**config.mk**
```make
export PLATFORM = sky130hd
export DESIGN_NAME = pipe_adder
export DESIGN_NICKNAME = d
export VERILOG_FILES = /design/src/rtl/pipe_adder.sv
export SDC_FILE = /design/constraint.sdc
export NUM_CORES = 1
export LEC_CHECK = 0
export CORE_ASPECT_RATIO = 1.1
export CORE_MARGIN = 4
export CORE_UTILIZATION = 50
export DETAILED_ROUTE_END_ITERATION = 7
export PLACE_DENSITY_LB_ADDON = 0.3
export REMOVE_ABC_BUFFERS = 1
export SETUP_SLACK_MARGIN = 0.05
export SKIP_LAST_GASP = 1
export SLEW_MARGIN = 20
export SYNTH_ARGS = -nofsm -noshare
export SYNTH_HDL_FRONTEND = slang
export SYNTH_SLANG_ARGS = --single-unit
```
**constraint.sdc**
```tcl
create_clock -name clk -period 3.32 [get_ports clk]
set_input_delay 0.664 -clock clk [delete_from_list [all_inputs] [get_ports clk]]
set_output_delay 0.664 -clock clk [all_outputs]
set_load 0.05 [all_outputs]
```
**src/rtl/pipe_adder.sv**
```systemverilog
// pipe_adder: pipelined chunked ripple-carry adder with valid/ready handshake; define PIPE_ADDER_OVF_EN for the OVF output
module pipe_adder #(
    parameter int WIDTH  = 8,
    parameter int STAGES = 2
) (
    input  logic             clk,
    input  logic             rst_n,
    input  logic             in_valid,
    output logic             in_ready,
    input  logic [WIDTH-1:0] A,
    input  logic [WIDTH-1:0] B,
    input  logic             CIN,
    output logic             out_valid,
    input  logic             out_ready,
    output logic [WIDTH-1:0] SUM,
    output logic             COUT
`ifdef PIPE_ADDER_OVF_EN
    ,
    output logic             OVF
`endif
);
    localparam int CW = WIDTH / STAGES;
    logic stall;
    assign stall    = out_valid && !out_ready;
    assign in_ready = !stall;
    for (genvar k = 0; k < STAGES; k++) begin : g_st
        localparam int RW = WIDTH - k * CW;
        localparam int SW = (k + 1) * CW;
        logic [RW-1:0] a_i, b_i;
        logic          c_i, v_i;
        logic [CW:0]   add;
        logic [SW-1:0] s_n, s_q;
        logic          c_q, v_q;
        if (k == 0) begin : g_head
            assign a_i = A;
            assign b_i = B;
            assign c_i = CIN;
            assign v_i = in_valid && in_ready;
            assign s_n = add[CW-1:0];
        end else begin : g_body
            assign a_i = g_st[k-1].g_fw.a_q;
            assign b_i = g_st[k-1].g_fw.b_q;
            assign c_i = g_st[k-1].c_q;
            assign v_i = g_st[k-1].v_q;
            assign s_n = {add[CW-1:0], g_st[k-1].s_q};
        end
        assign add = {1'b0, a_i[CW-1:0]} + {1'b0, b_i[CW-1:0]} + {{CW{1'b0}}, c_i};
        // Register this stage's partial sum, carry and valid; everything holds on stall
        always_ff @(posedge clk) begin
            if (!rst_n) begin
                s_q <= '0;
                c_q <= 1'b0;
                v_q <= 1'b0;
            end else if (!stall) begin
                s_q <= s_n;
                c_q <= add[CW];
                v_q <= v_i;
            end
        end
        if (k < STAGES - 1) begin : g_fw
            logic [RW-CW-1:0] a_q, b_q;
            // Skew the not-yet-added operand chunks forward to the next stage
            always_ff @(posedge clk) begin
                if (!rst_n) begin
                    a_q <= '0;
                    b_q <= '0;
                end else if (!stall) begin
                    a_q <= a_i[RW-1:CW];
                    b_q <= b_i[RW-1:CW];
                end
            end
        end
    end
    assign out_valid = g_st[STAGES-1].v_q;
    assign SUM       = g_st[STAGES-1].s_q;
    assign COUT      = g_st[STAGES-1].c_q;
`ifdef PIPE_ADDER_OVF_EN
    logic ovf_q;
    // Signed overflow from the top chunk's sign bits, registered alongside the final sum
    always_ff @(posedge clk) begin
        if (!rst_n)
            ovf_q <= 1'b0;
        else if (!stall)
            ovf_q <= (g_st[STAGES-1].a_i[CW-1] == g_st[STAGES-1].b_i[CW-1]) &&
                     (g_st[STAGES-1].add[CW-1] != g_st[STAGES-1].a_i[CW-1]);
    end
    assign OVF = ovf_q && out_valid;
`endif
endmodule

```
Word-level counts from Yosys, hierarchy flattened
Index checks and enable logic that the tools add are counted.
W data, S select, Z words.
- input bits: 21
- output and inout port bits: 11
- register bits after elaboration: 24
- $add $sub $neg: 4
- reductions and logical operators: 4
- operator list (cell ; number):
    $add A4 B4 Y5 ; 2
    $add A5 B1 Y5 ; 2
    $logic_and A1 B1 Y1 ; 2
    $logic_not A1 Y1 ; 2

Depth between registers and ports, before layout
- word-level depth: 4
- mapped depth: 6
- gate-level depth less buffers: 6

Worst setup path before layout
Ideal clock, no wire load.
- path kind: register to output
- from: register g_st[1].v_q, in the netlist out_valid
- to: output in_ready
- arrival time: 1168 ps
- buffers on the path: 2
- slack: 1488 ps
- required time: 2656 ps
- cell stages (with the launch flop): 5
- cell sequence: dfxtp_1 > nor2b_4 > buf_6 > inv_6 > buf_6
- longest elaborated chain between the ends: 2
- RTL lines (element ; RTL line ; source):
    start: declaration ; 33 ; logic c_q, v_q;
    start signal: assignment ; 57 ; v_q <= v_i;
    $logic_and A1 B1 Y1 ; 24 ; assign stall = out_valid && !out_ready;
    $logic_not A1 Y1 ; - ;
    end: declaration ; 9 ; output logic in_ready,
No other way between the ends.

Worst setup path after layout
- from: input out_ready
- to: output in_ready
- longest elaborated chain between the ends: 3
- RTL lines (element ; RTL line ; source):
    start: declaration ; 14 ; input logic out_ready,
    $logic_not A1 Y1 ; 24 ;
    $logic_and A1 B1 Y1 ; 24 ;
    $logic_not A1 Y1 ; - ;
No other way between the ends.

==> reports/results.txt <==
The slowest stage of the critical path is the clkdlybuf4s50_1 cell. For the pin with the worst max-slew slack, the measured transition is 496 ps. The HPWL after detailed placement is 1.74 mm. On the critical path the largest part of the delay comes from buffers and inverters. The worst setup path is launched from an input pin. The count of final hold-check violations is 0, and the yosys synthesis warning count is 0. The tools report the first-pass iteration count of the detailed router as 4. The count of hold-fix buffers inserted at cts is 0, and the worst-case headroom to the max-slew limit is 66.8%. The maximum fanout along the worst path is 26. The worst min-delay path class is register to register. The synthesized netlist cell count came out at 133.

For the portion of total power attributed to sequential cells, the log shows 50.4%. In this run the tool buffered the top-level ports with 31 buffer cells. The internal power contribution is 454 uW, and the buffers plus inverters on the worst setup path is 3. The critical path arrival is 1640 ps, and the count of fill cells added during filler insertion is 198. Counting I/O delays and the setup requirement, the final critical path takes 2300 ps. The critical path in this run is classified as input pin to primary output. Setup slack closes at 1020 ps. For hold timing, the worst endpoint is SUM[6]. The capturing point of the worst reg2reg path was SUM[5]. After detailed routing, the total wire length is 2.37 mm.

The logs give 192 for the final standard cell count with taps included and fillers excluded and 0 for the antenna diode count. The worst hold path begins at SUM[6]. The floorplan step set the die width to 54.0 um. The register-to-register path setup slack is 1750 ps, and the total grt overflow is 0.

The run gives 1 as the number of H-tree levels. The number of global-route vias before repair is 1,022. In this run the clock root is driven by a clkbuf_4. For this design, the sink count on the clock tree is 24. Setup violations remaining at the end of the flow were counted as 0. In the final routed layout, each cell accounts on average for 12.3 um. The first-pass GRT wire length is 4.04 mm. Max-slew violation count: 0. After clock tree synthesis, the clock-pin slew on the worst setup and hold paths is 130 ps. After clock tree synthesis, the repair step resized 0 gates. Setup repair after global routing left no endpoint under its margin. After detailed routing, the number of remaining DRC violations is 0. The startpoint identified for the worst register-to-register timing path is g_st[0].c_q.

Mean instance size in the synthesized netlist: 8.75 um^2. In the final layout, the share of cells above drive strength 1 is 9.26%. Synthesis inferred 24 register bits. The final critical path takes up 69.4% of the cycle. The total number of vias came out at 983. The floorplan step defined a die boundary enclosing 3160 um^2.

In this design, the stage delay of the slowest critical-path cell is 510 ps. The total track usage was 17.2%; the total clock buffers created by CTS was 3. Counting instances, the worst hold path has a depth of 2. The leakage power total was 0.615 nW. Cells fill 67.1% of the core in the end. For this design the total switching power over the nets is 195 uW. The area of the core is 2230 um^2. The later pin in the worst-skew pair is clocked with a latency of 310 ps. In this run, the number of DRC markers left after iteration 0 of detailed routing was 11. The initial antenna violation count was 0; the worst hold slack across all endpoints was 460 ps. The share of power burned in combinational logic was 26.0%; the number of violations of the max-capacitance limit was 0. The design draws 649 uW.

The run finished with clean final reports. The area growth from synthesis to layout is 28.6%. Sequential cells were found to cover 41.3% of the synthesized design area. Net switching is 30.0% of the power. Count of standard-cell rows: 18. The final clock skew was 5.54 ps. The worst setup path is captured at a primary output.

Including well taps, the total number of placed cells is 188. The net total in the final layout came out at 194. Via density per instance: 5.12. After detailed placement, the total cell area comes to 1460 um^2. Once the floorplan was initialized, standard cells occupied 52.2% of the core. The logs give 2660 ps for the data required time at the worst endpoint and 21 for the number of distinct standard cells referenced by the synthesized netlist. In this run the remaining antenna-violating nets after routing total 0. TritonCTS built the clock tree. For the post-layout instance area, the log shows 1500 um^2. The clock network fraction of design power was 23.6%.

The largest net degree at the start of global routing was 27. The maximum clock frequency was 0.434 GHz; the maximum root-to-sink buffer count was 2. For the final routed database, the setup TNS stands at 0 ps.

The count of pins on the block boundary was 32; the depth of the most critical reg-to-reg path was 4. The synthesized netlist occupies a cell area of 1160 um^2. Worst ir drop on vdd: 291 uV. Routability-driven placement finished with a final weighted congestion of 0.778.

OpenSTA, run right after detailed placement, puts the worst setup slack at 1010 ps. Dividing total power by cell area gives a power density of 434 nW/um^2. In this run the vertical extent of the chip is 58.6 um. The number of buffers inserted to repair setup after CTS was 0. The signal on the critical path passes through clkdlybuf4s50_1 > nor2b_4 > inv_6 > buf_4.
logic make-up after synthesis:
| family | count (synthesis) | share of synthesized area, % |
|---|---|---|
| simple gates | 51 | 18.4 |
| compound gates | 31 | 17.6 |
| flops | 24 | 41.3 |
| buf+inv | 15 | 7.85 |
| fa+ha+maj | 10 | 13.3 |
| xor+xnor | 2 | 1.51 |
Yosys cell counts:
master     n  area, um^2
nand3_1    6        30.0
buf_6      3        33.8
inv_2      1        3.75
nand2_1   36         135
nor2_1     6        22.5
a2111o_1   2        22.5
o21ai_0    4        20.0
xnor2_1    2        17.5
o211ai_2   2        25.0
a211oi_2   2        25.0
nor2b_1    2        12.5
clkbuf_1   2        7.51
ha_1       6        75.1
dfxtp_1   24         480
a21oi_2    2        17.5
a21oi_1   19        95.1
inv_1      6        22.5
fa_1       4        80.1
inv_6      1        8.76
buf_4      2        15.0
nor2b_4    1        13.8
sequential cells by signal, indices dropped and copies added (netlist names):
name	count
SUM	8
g_st.c_q	1
g_st.s_q	4
g_st.v_q	1
COUT	1
out_valid	1
g_st.g_fw.b_q	4
g_st.g_fw.a_q	4
routing by layer:
metal  track usage (%)  vias to the layer above  part of all wire (%)
met2              32.4                       24                    52
met3              3.29                        4                   4.6
met4              8.90                        0                   2.2
li1                  -                      494                     -
met1              17.3                      461                    42
met5                 0                        -                     0
worst max-delay path by stage:
stage               from             end  slack, ps  cells after the start
2_1_floorplan  out_valid        in_ready       1350                      2
3_3_place_gp   out_ready        in_ready       1040                      4
3_5_place_dp        A[0]  g_st[0].s_q[1]       1010                      5
4_1_cts        out_ready        in_ready       1010                      4
5_1_grt        out_ready        in_ready        980                      4
6_report       out_ready        in_ready       1020                      4
area by class of cell:
cell class | count | area, um^2 | share of cell area (%)
clock buffer | 4 | 36.3 | 2.42
inverter | 8 | 35.0 | 2.34
multi-input combinational | 94 | 592 | 39.5
sequential | 24 | 480 | 32.1
tap | 30 | 37.5 | 2.51
timing repair buffer | 32 | 315 | 21.1
power groups by stage:
| stage | combinational (mW) | sequential [mW] | clock (mW) |
|---|---|---|---|
| global placement | 0.165 | 0.332 | 0 |
| detailed placement | 0.170 | 0.334 | 0 |
| CTS | 0.170 | 0.328 | 0.156 |
| floorplan | 0.0684 | 0.369 | 0 |
| finish | 0.169 | 0.327 | 0.153 |
| global route | 0.184 | 0.330 | 0.167 |
layout by cell type, fill, tap and decap left out:
cell type,n
xnor2_1,2
nand2_1,36
inv_6,1
dfxtp_1,24
inv_1,6
nor2b_1,2
a21oi_1,19
buf_4,2
nand3_1,6
ha_1,6
o21ai_0,4
nor2b_4,1
inv_2,1
a21oi_2,2
a211oi_2,2
clkbuf_4,3
o211ai_2,2
clkdlybuf4s50_1,30
fa_1,4
a2111o_1,2
nor2_1,6
clkbuf_8,1
worst min-delay path, delay by kind of cell, from the launching register on:
kind / cells / cell delay (ps)
DFF: 1 / 330
and+or+nand+nor: 1 / 50
AOI/OAI and AO/OA: 1 / 50
(Power assumes the default switching activity.)
